--- config.mk ---
export PLATFORM = sky130hd
export DESIGN_NAME = branch_resolve_queue
export DESIGN_NICKNAME = d
export VERILOG_FILES = /design/src/rtl/branch_resolve_queue.sv
export SDC_FILE = /design/constraint.sdc
export NUM_CORES = 1
export LEC_CHECK = 0
export BUFFER_PORTS_ARGS = -buffer_cell sky130_fd_sc_hd__buf_2
export CORE_MARGIN = 3
export CORE_UTILIZATION = 55
export CTS_CLUSTER_DIAMETER = 120
export CTS_CLUSTER_SIZE = 20
export DETAILED_ROUTE_END_ITERATION = 7
export PLACE_DENSITY = 0.77
export SETUP_SLACK_MARGIN = 0.05
export SLEW_MARGIN = 20
export SYNTH_ARGS = -nofsm -noshare
export SYNTH_HDL_FRONTEND = slang
export SYNTH_SLANG_ARGS = --single-unit
--- constraint.sdc ---
create_clock -name clk -period 9.78 [get_ports clk]
set_clock_uncertainty 0.05 [all_clocks]
set_input_delay 2.445 -clock clk [delete_from_list [all_inputs] [get_ports clk]]
set_output_delay 2.445 -clock clk [all_outputs]
set_load 0.05 [all_outputs]
--- src/rtl/branch_resolve_queue.sv ---
// branch_resolve_queue: in-order holding queue for pshare predictions.
// Each queued prediction waits for the real outcome. The queue then emits a
// registered training update and keeps branch and mispredict counts.
// A mispredict discards every younger (wrong-path) entry. Intake then stalls
// for one recovery cycle.
// Optional feature: define BRQ_TARGET_CHECK_EN to store and compare targets.
// When it is undefined, a mispredict is a direction mismatch only.
//
//   state      | meaning
//   -----------+---------------------------------------------------------
//   ST_RUN     | normal operation, pushes and pops allowed
//   ST_RECOVER | one cycle after a flush, intake stalled, resolutions orphaned
module branch_resolve_queue #(
  parameter int Direction_SIZE = 32,
  parameter int DEPTH          = 8,
  parameter int CNT_W          = 33
) (
  input  logic                      clk,
  input  logic                      reset,
  input  logic                      pred_valid,
  output logic                      pred_ready,
  input  logic [Direction_SIZE-1:0] pred_pc,
  input  logic                      pred_taken,
  input  logic [Direction_SIZE-1:0] pred_target,
  input  logic                      res_valid,
  input  logic                      res_taken,
  input  logic [Direction_SIZE-1:0] res_target,
  output logic                      upd_valid,
  output logic [Direction_SIZE-1:0] upd_pc,
  output logic                      upd_taken,
  output logic                      upd_mispredict,
  output logic [$clog2(DEPTH):0]    occupancy,
  output logic                      res_orphan,
  output logic [CNT_W-1:0]          total_branch,
  output logic [CNT_W-1:0]          total_mispredict
);

  localparam int AW = $clog2(DEPTH);
  localparam logic [AW-1:0]    PTR_ONE  = AW'(1);
  localparam logic [AW:0]      OCC_ONE  = (AW+1)'(1);
  localparam logic [AW:0]      OCC_FULL = (AW+1)'(DEPTH);
  localparam logic [CNT_W-1:0] CNT_ONE  = CNT_W'(1);

  typedef enum logic {
    ST_RUN     = 1'b0,
    ST_RECOVER = 1'b1
  } state_t;

  state_t state_q, state_d;
  logic [AW-1:0] head_q, head_d, tail_q, tail_d;
  logic [AW:0]   occ_q, occ_d;
  logic                      upd_valid_q, upd_valid_d;
  logic [Direction_SIZE-1:0] upd_pc_q, upd_pc_d;
  logic                      upd_taken_q, upd_taken_d;
  logic                      upd_mis_q, upd_mis_d;
  logic                      orphan_q, orphan_d;
  logic [CNT_W-1:0]          tot_br_q, tot_br_d;
  logic [CNT_W-1:0]          tot_mis_q, tot_mis_d;

  logic [Direction_SIZE-1:0] pc_mem_q    [DEPTH];
  logic                      taken_mem_q [DEPTH];

  logic full, empty, pop, wr_en, mispredict, target_miss;
  logic head_taken;

  assign full       = (occ_q == OCC_FULL);
  assign empty      = (occ_q == '0);
  assign pred_ready = (state_q == ST_RUN) && !full;
  assign pop        = res_valid && !empty && (state_q == ST_RUN);
  assign head_taken = taken_mem_q[head_q];

`ifdef BRQ_TARGET_CHECK_EN
  logic [Direction_SIZE-1:0] target_mem_q [DEPTH];

  // Target storage exists only when target checking is built in.
  always_ff @(posedge clk) begin
    if (wr_en) target_mem_q[tail_q] <= pred_target;
  end

  assign target_miss = head_taken && res_taken && (target_mem_q[head_q] != res_target);
`else
  logic unused_target;
  assign unused_target = ^{pred_target, res_target};
  assign target_miss   = 1'b0;
`endif

  assign mispredict = pop && ((head_taken != res_taken) || target_miss);
  // The push offered in a flush cycle is wrong-path, so it is dropped.
  assign wr_en      = pred_valid && pred_ready && !mispredict;

  // Write an accepted prediction at the tail. The payload needs no reset.
  always_ff @(posedge clk) begin
    if (wr_en) begin
      pc_mem_q[tail_q]    <= pred_pc;
      taken_mem_q[tail_q] <= pred_taken;
    end
  end

  // Next-state, pointer, update and statistics logic.
  always_comb begin
    state_d     = state_q;
    head_d      = head_q;
    tail_d      = tail_q;
    occ_d       = occ_q;
    upd_valid_d = 1'b0;
    upd_pc_d    = upd_pc_q;
    upd_taken_d = upd_taken_q;
    upd_mis_d   = upd_mis_q;
    orphan_d    = orphan_q;
    tot_br_d    = tot_br_q;
    tot_mis_d   = tot_mis_q;

    case (state_q)
      ST_RUN:     if (mispredict) state_d = ST_RECOVER;
      ST_RECOVER: state_d = ST_RUN;
      default:    state_d = ST_RUN;
    endcase

    if (pop) begin
      head_d      = head_q + PTR_ONE;
      upd_valid_d = 1'b1;
      upd_pc_d    = pc_mem_q[head_q];
      upd_taken_d = res_taken;
      upd_mis_d   = mispredict;
      if (!(&tot_br_q)) tot_br_d = tot_br_q + CNT_ONE;
      if (mispredict && !(&tot_mis_q)) tot_mis_d = tot_mis_q + CNT_ONE;
    end

    if (mispredict) begin
      tail_d = head_q + PTR_ONE;
      occ_d  = '0;
    end else begin
      if (wr_en) tail_d = tail_q + PTR_ONE;
      case ({wr_en, pop})
        2'b10:   occ_d = occ_q + OCC_ONE;
        2'b01:   occ_d = occ_q - OCC_ONE;
        default: occ_d = occ_q;
      endcase
    end

    if (res_valid && !pop) orphan_d = 1'b1;
  end

  // State registers. An asynchronous clear drops all in-flight entries.
  always_ff @(posedge clk or negedge reset) begin
    if (!reset) begin
      state_q     <= ST_RUN;
      head_q      <= '0;
      tail_q      <= '0;
      occ_q       <= '0;
      upd_valid_q <= 1'b0;
      upd_pc_q    <= '0;
      upd_taken_q <= 1'b0;
      upd_mis_q   <= 1'b0;
      orphan_q    <= 1'b0;
      tot_br_q    <= '0;
      tot_mis_q   <= '0;
    end else begin
      state_q     <= state_d;
      head_q      <= head_d;
      tail_q      <= tail_d;
      occ_q       <= occ_d;
      upd_valid_q <= upd_valid_d;
      upd_pc_q    <= upd_pc_d;
      upd_taken_q <= upd_taken_d;
      upd_mis_q   <= upd_mis_d;
      orphan_q    <= orphan_d;
      tot_br_q    <= tot_br_d;
      tot_mis_q   <= tot_mis_d;
    end
  end

  assign upd_valid        = upd_valid_q;
  assign upd_pc           = upd_pc_q;
  assign upd_taken        = upd_taken_q;
  assign upd_mispredict   = upd_mis_q;
  assign occupancy        = occ_q;
  assign res_orphan       = orphan_q;
  assign total_branch     = tot_br_q;
  assign total_mispredict = tot_mis_q;

endmodule

==> flow_metrics.tcl, run 1 <==
set metrics [dict create \
    pin_count 209 \
    grt_usage_pct 19.9 \
    path_cells "buf_2 > nor2b_1 > nand3_1 > mux2i_4 > nand3b_1 > nor3b_2 > buf_4" \
    drtAntennaViolNets 0 \
    fin_nets 1116 \
    synth_nets 970 \
    avgSynthCellArea_um2 17.5 \
    gp_congestion 0.777 \
    wl_per_cell_um 21.1 \
    timing.slew.headroom_pct 33.2 \
    grt_max_degree 76 \
    antenna_cells 0 \
    drt_iter0_drc 684 \
    synth.cell_area_um2 15000 \
    drv_slew 0 \
    antenna_found_initial 5 \
    grt_pass1_vias 7994 \
    firstDrtPassIters 5 \
    grtUsageMet2_pct 32.6 \
    synth_top_area_share_pct 52.9 \
    place_area_um2 16100 \
    post_cts_buffers 0 \
    min-delay-path-class "reg2reg" \
    period_needed_ps 4710 \
    crit_type "in2reg" \
    ir_worst_vdd_mv 0.182 \
    synth_flop_cell "edfxtp_1" \
    wl_um 28600 \
    arrival_ps 4830 \
    final.period_utilization_pct 48.1 \
    status "finished, final reports clean" \
    synthTopCellsByArea "edfxtp_1 (53%), dfrtp_1 (19%), mux4_2 (9.8%)" \
    die_h_um 171 \
    maxCapViolCount 0 \
    setup_total_negative_slack_ps 0 \
    finalSetupViolations 0 \
    seqCellArea_um2 10800 \
    cts_tree "done" \
    multi_input_area_um2 4090 \
    final_area_um2 16800 \
    power_leakage_nw 6.30 \
    critPathTopFamily "simple AND/OR/NAND/NOR gates" \
    drc 0 \
    grt_pass1_wl_um 45200 \
    worstMarginPinSlew_ps 975 \
    synth-async-reset-ratio_pct 30.0 \
    rsz0062_at_grt "false" \
    dp.final_hpwl_um 17500 \
    io_buffers 144 \
    yosysSeqAreaShare_pct 71.7 \
    core_um2 26400 \
    path_clk_slew_ps 80 \
    numCtsBuffers 22 \
    cts.repair.resized 0 \
    gr-max-usage-layer "met2" \
    startpoint_type "input pin" \
    die_area_um2 29300 \
    hold_buffers 0 \
    synth_top_area_cell "edfxtp_1" \
    syn_to_final_growth_pct 11.7 \
    start_util_pct 56.7 \
    htree_levels 1 \
    fmax_ghz 0.212 \
    clk-insertion-delay-late_ps 530 \
    rows 59 \
    yosysUniqueCellTypes 50 \
    grtUsageMet3_pct 3.35 \
    nFillCells 1876 \
    netlist_instances 859 \
    critPathSlowestCell "nor3b_2" \
    ys_ff_latch 377 \
    ys_warn_count 0 \
    die_w_um 171 \
    worst-path-buf-inv 2 \
    hold_violations 0 \
    vias 7940 \
    synth_edf_count 264 \
    cts.sinks 377 \
    clockBufferDepth 3 \
    met1_usage_pct 28.8 \
    crit_path_max_fanout 25 \
    root_buffer "clkbuf_16" \
    end_kind "register" \
    overflow 0 \
    max_stage_delay_ps 820 \
    p_per_area_nw_per_um2 278 \
    crit_required_ps 9910 \
    drive_above_1_share_pct 26.5 \
    routed_via_density 5.86 \
]
## cells in the mapped netlist, types with 2 or more instances
library cell and instances:
nor3b_1 2, edfxtp_1 264, or4_1 3, mux4_2 65, o21ai_1 2, buf_4 3, xnor2_1 53, o2111ai_1 3
nand2_1 61, buf_1 6, xor2_1 16, dfrtp_1 113, o21ai_0 38, clkbuf_1 16, and2_1 2, mux2_2 4
a21oi_1 4, nor2_1 17, and4_1 9, and3_1 13, nand2b_1 4, nand3_1 24, inv_1 9, nor4_1 6
o211ai_1 8, a21o_1 3, nor3_1 12, ha_1 8, buf_2 9, nand3b_1 3, mux2i_1 38, nor2b_1 3
nand4_1 21
## kinds of logic (layout without fill, tap and decap cells)
family | Yosys count | after routing | share of synthesized area, %
and+or+nand+nor | 190 | 190 | 6.91
muxes | 108 | 108 | 12.8
xor gates and xnor gates | 70 | 70 | 4.14
buffers and inverters | 44 | 204 | 1.30
adders and majority gates | 9 | 9 | 0.801
DFF | 377 | 377 | 71.7
AOI/OAI and AO/OA | 61 | 61 | 2.36
## cells in the final DEF, fill, tap and decap left out, types with 3 or more instances in the layout
cell / netlist / routed
edfxtp_1: 264 / 264
buf_2: 9 / 143
dfrtp_1: 113 / 110
mux4_2: 65 / 65
nand2_1: 61 / 60
xnor2_1: 53 / 53
mux2i_1: 38 / 38
o21ai_0: 38 / 38
nand3_1: 24 / 24
clkbuf_16: 0 / 22
nand4_1: 21 / 21
xor2_1: 16 / 16
nor2_1: 17 / 15
clkbuf_1: 16 / 14
buf_4: 3 / 14
and3_1: 13 / 13
and4_1: 9 / 9
inv_1: 9 / 9
nor3_1: 12 / 9
o211ai_1: 8 / 8
ha_1: 8 / 8
nor4_1: 6 / 5
nand2b_1: 4 / 4
mux2_2: 4 / 4
a21oi_1: 4 / 4
nand3b_1: 3 / 3
nor2b_1: 3 / 3
or4_1: 3 / 3
nor3_2: 0 / 3
o2111ai_1: 3 / 3
a21o_1: 3 / 3
## worst reg2reg max path: stages (launching register included)
cell and delay (ps):
dfrtp_4 1100, mux2i_1 200, mux4_2 670, xnor2_2 520, o21ai_1 300, nor3_2 790
buf_4 530
## flip-flops by register name, indices dropped and copies added, names as in the netlist, 3 cells and up
signal and flops:
occupancy 4, tail_q 3, taken_mem_q 8, head_q 3, pc_mem_q 256, total_mispredict 33, total_branch 33, upd_pc 32
## worst paths after layout
check | slack (ps) | cells past startpoint | to | start
max | 5070 | 7 | pc_mem_q[5][6] | res_valid
min | 400 | 1 | res_orphan | res_orphan
max reg2reg | 5290 | 6 | pc_mem_q[2][17] | head_q[1]
min reg2reg | 400 | 1 | res_orphan | res_orphan
max in group asynchronous | 6450 | 2 | total_branch[29] | reset
min in group asynchronous | 1940 | 1 | upd_pc[15] | reset
## where the power goes
part           internal [mW]  switching (mW)  total [mW]
sequential              1.99           0.220        2.21
combinational          0.567           0.970        1.54
clock                  0.426           0.481       0.907
total                   2.98            1.67        4.65
## through the flow
stage / std cells / util (%) / hold WS, ps / total power, mW / setup WS, ps
floorplan: 859 / - / 522 / 3.40 / 2620
global placement: 1316 / 61.0 / 385 / 3.76 / 4520
detailed placement: 1316 / 61.0 / 390 / 3.80 / 4460
CTS: 1354 / 63.4 / 410 / 4.71 / 5000
global route: 1354 / 63.4 / 442 / 4.90 / 4870
finish: 1354 / 63.4 / 403 / 4.65 / 5070
## layer usage
metal	part of all wire [%]	wire length [um]
met3	5.7	1640
met1	43	12400
met4	2.3	652
met5	0.20	58
met2	48	13900
## cell type report
cell class / count / share of cell area, %
multi-input cells: 438 / 24.4
repair buffers: 157 / 4.90
inverters: 9 / 0.202
well taps: 335 / 2.50
flip-flops and latches: 377 / 64.2
clock inverters: 2 / 0.127
clock buffers: 36 / 3.60
Note: power is estimated with default switching activity, not from simulation.
==> run 2: changes to the inputs <==
--- a/config.mk
+++ b/config.mk
@@ -5,6 +5,7 @@
 export SDC_FILE = /design/constraint.sdc
 export NUM_CORES = 1
 export LEC_CHECK = 0
+export ABC_AREA = 1
 export BUFFER_PORTS_ARGS = -buffer_cell sky130_fd_sc_hd__buf_2
 export CORE_MARGIN = 3
 export CORE_UTILIZATION = 55
==> constraint.sdc (replaced) <==
create_clock -name clk -period 4.43 [get_ports clk]
set_clock_uncertainty 0.05 [all_clocks]
set_input_delay 1.1075 -clock clk [delete_from_list [all_inputs] [get_ports clk]]
set_output_delay 1.1075 -clock clk [all_outputs]
set_load 0.05 [all_outputs]
==> run 2 against run 1 <==
  * First-iteration DRC count grew 56%
  * Count of clock-buffer cells in the layout rose by 2
  * Clock power rose by 130%
  * Area after synthesis up 5.4%
  * Synthesized cell count up 58%
  * Wire length grew 24%
  * Cell count is 39% higher
  * Sequential share of layout area down 3.1 points
  * Register-to-register slack worse by 4100 ps
  * Critical path type is now reg2reg
==> flow_metrics.tcl, run 2 <==
set metrics [dict create \
    root_buffer "clkbuf_16" \
    synth_edf_count 264 \
    synth_commonest_cells "edfxtp_1 (264), nand2_1 (246), nor2_1 (185)" \
    drtAntennaViolNets 0 \
    routed_via_density 5.73 \
    grt_max_degree 125 \
    regMostFlops "pc_mem_q" \
    io_buffers 144 \
    whs_path_depth 1 \
    die_area_um2 30800 \
    synth_top_area_cell "edfxtp_1" \
    power_leakage_nw 6.78 \
    synth.cell_area_um2 15800 \
    clockBufferDepth 3 \
    r2r_cells 15 \
    antenna_found_initial 5 \
    largest_reg_flops 256 \
    cts_tree "done" \
    r2r_end "total_branch[15]" \
    core_um2 28100 \
    rows 61 \
    synth_flop_cell "edfxtp_1" \
    pre_cts_ws_ps 1130 \
    start_util_pct 56.3 \
    hold_buffers 0 \
    drive_above_1_share_pct 15.9 \
    end_kind "register" \
    vias 10800 \
    die_w_um 176 \
    timing.slew.headroom_pct 40.0 \
    netlist_instances 1361 \
    cts.repair.resized 0 \
    nFillCells 2246 \
    pin_count 209 \
    wl_um 35600 \
    r2r_setup_slack_ps 1180 \
    total_power_mw 10.9 \
    ys_warn_count 0 \
    crit_required_ps 4820 \
    grt_pass1_vias 10500 \
    wl_per_cell_um 18.9 \
    drc 0 \
    synth-async-reset-ratio_pct 30.0 \
    path_clk_slew_ps 90 \
    final.period_utilization_pct 73.3 \
    numCtsBuffers 22 \
    dp.final_hpwl_um 20900 \
    die_h_um 176 \
    synth_top_area_share_pct 50.2 \
    avgSynthCellArea_um2 11.6 \
    crit_type "reg2reg" \
    status "finished, final reports clean" \
    grt_usage_pct 22.7 \
    drv_slew 0 \
    drt_iter0_drc 1064 \
    hold_violations 0 \
    yosysMostFrequentCell "edfxtp_1" \
    hold_path_end "res_orphan" \
    grt_pass1_wl_um 55700 \
    final_common_cell "edfxtp_1" \
    worstMarginPinSlew_ps 899 \
    period_needed_ps 3250 \
    fin_ws_ps 1180 \
    fin_nets 1596 \
    clk-insertion-delay-late_ps 550 \
    finalSetupViolations 0 \
    ys_ff_latch 377 \
    yosysSeqAreaShare_pct 68.1 \
    overflow 0 \
    setup_total_negative_slack_ps 0 \
    firstDrtPassIters 5 \
    maxCapViolCount 0 \
    startpoint_type "register" \
    r2r-start "total_branch[0]" \
    htree_levels 1 \
    min-delay-path-class "reg2reg" \
    arrival_ps 3640 \
    fmax_ghz 0.308 \
    synthTopCellsByArea "edfxtp_1 (50%), dfrtp_1 (18%), nand2_1 (5.8%)" \
    rsz0062_at_grt "false" \
    gp_congestion 0.919 \
    synth_nets 1472 \
    syn_to_final_growth_pct 11.4 \
    p_per_area_nw_per_um2 617 \
    yosysUniqueCellTypes 45 \
    cts.sinks 377 \
    crit_path_max_fanout 20 \
    layout_common_cells "edfxtp_1 (264), nand2_1 (246), nor2_1 (177)" \
    min_from "res_orphan" \
    post_cts_buffers 0 \
    ir_worst_vdd_mv 0.478 \
]
## run 2: critical path, stage by stage, from the launching register on
cell	delay, ps
dfrtp_1	460
ha_1	250
inv_1	90
nor2_1	70
nand2_1	100
nor4_1	80
nor4b_1	150
ha_1	250
nor2_2	660
nand2_1	230
nor2_2	190
nand3_2	140
nor2_4	150
nand2_2	80
o21ai_1	120
nand2_1	60
## run 2: per-stage QoR
step	cell area [um^2]	cells	utilization, %	hold WS, ps
global placement	16900	1839	60.3	385
floorplan	15800	1361	-	499
global route	17600	1879	62.7	448
finish	17600	1879	62.7	420
detailed placement	16900	1839	60.3	410
CTS	17600	1878	62.6	429
## run 2: metal layers
| layer | vias to the layer above | part of all wire (%) | GRT usage [%] |
|---|---|---|---|
| li1 | 5035 | - | - |
| met1 | 5285 | 43 | 31.8 |
| met2 | 370 | 48 | 37.3 |
| met3 | 60 | 6.8 | 3.57 |
| met4 | 8 | 1.8 | 6.63 |
| met5 | - | 0.11 | 0 |
## run 2: cells by family after synthesis
| logic type | share of synthesized area, % |
|---|---|
| simple gates | 15.5 |
| flops | 68.1 |
| compound gates | 8.62 |
| buf+inv | 3.13 |
| xor+xnor | 3.55 |
| fa+ha+maj | 0.760 |
| mux | 0.428 |
## run 2: final cells by class
cell class,count,area [um^2],area share [%]
antenna,1,2.50,0.0142
clock buffer,38,621,3.53
clock inverter,1,30.0,0.171
inverter,59,224,1.27
multi-input combinational,861,4610,26.2
sequential,377,10800,61.1
tap,378,473,2.69
timing repair buffer,164,877,4.98
## run 2: power breakdown
part | leakage (nW) | internal, mW | switching, mW | total, mW
Combinational | 2.63 | 0.991 | 3.09 | 4.08
Sequential | 3.84 | 4.40 | 0.306 | 4.70
Clock | 0.307 | 0.967 | 1.12 | 2.09
Total | 6.78 | 6.36 | 4.51 | 10.9
## run 2: worst max-delay path by stage
| stage | from | to |
|---|---|---|
| after CTS | total_branch[0] | total_branch[15] |
| after global placement | res_valid | pc_mem_q[0][4] |
| after detailed placement | res_valid | pc_mem_q[0][0] |
| after floorplan | occupancy[1] | pc_mem_q[0][0] |
| after global routing | total_branch[0] | total_branch[15] |
| final | total_branch[0] | total_branch[15] |
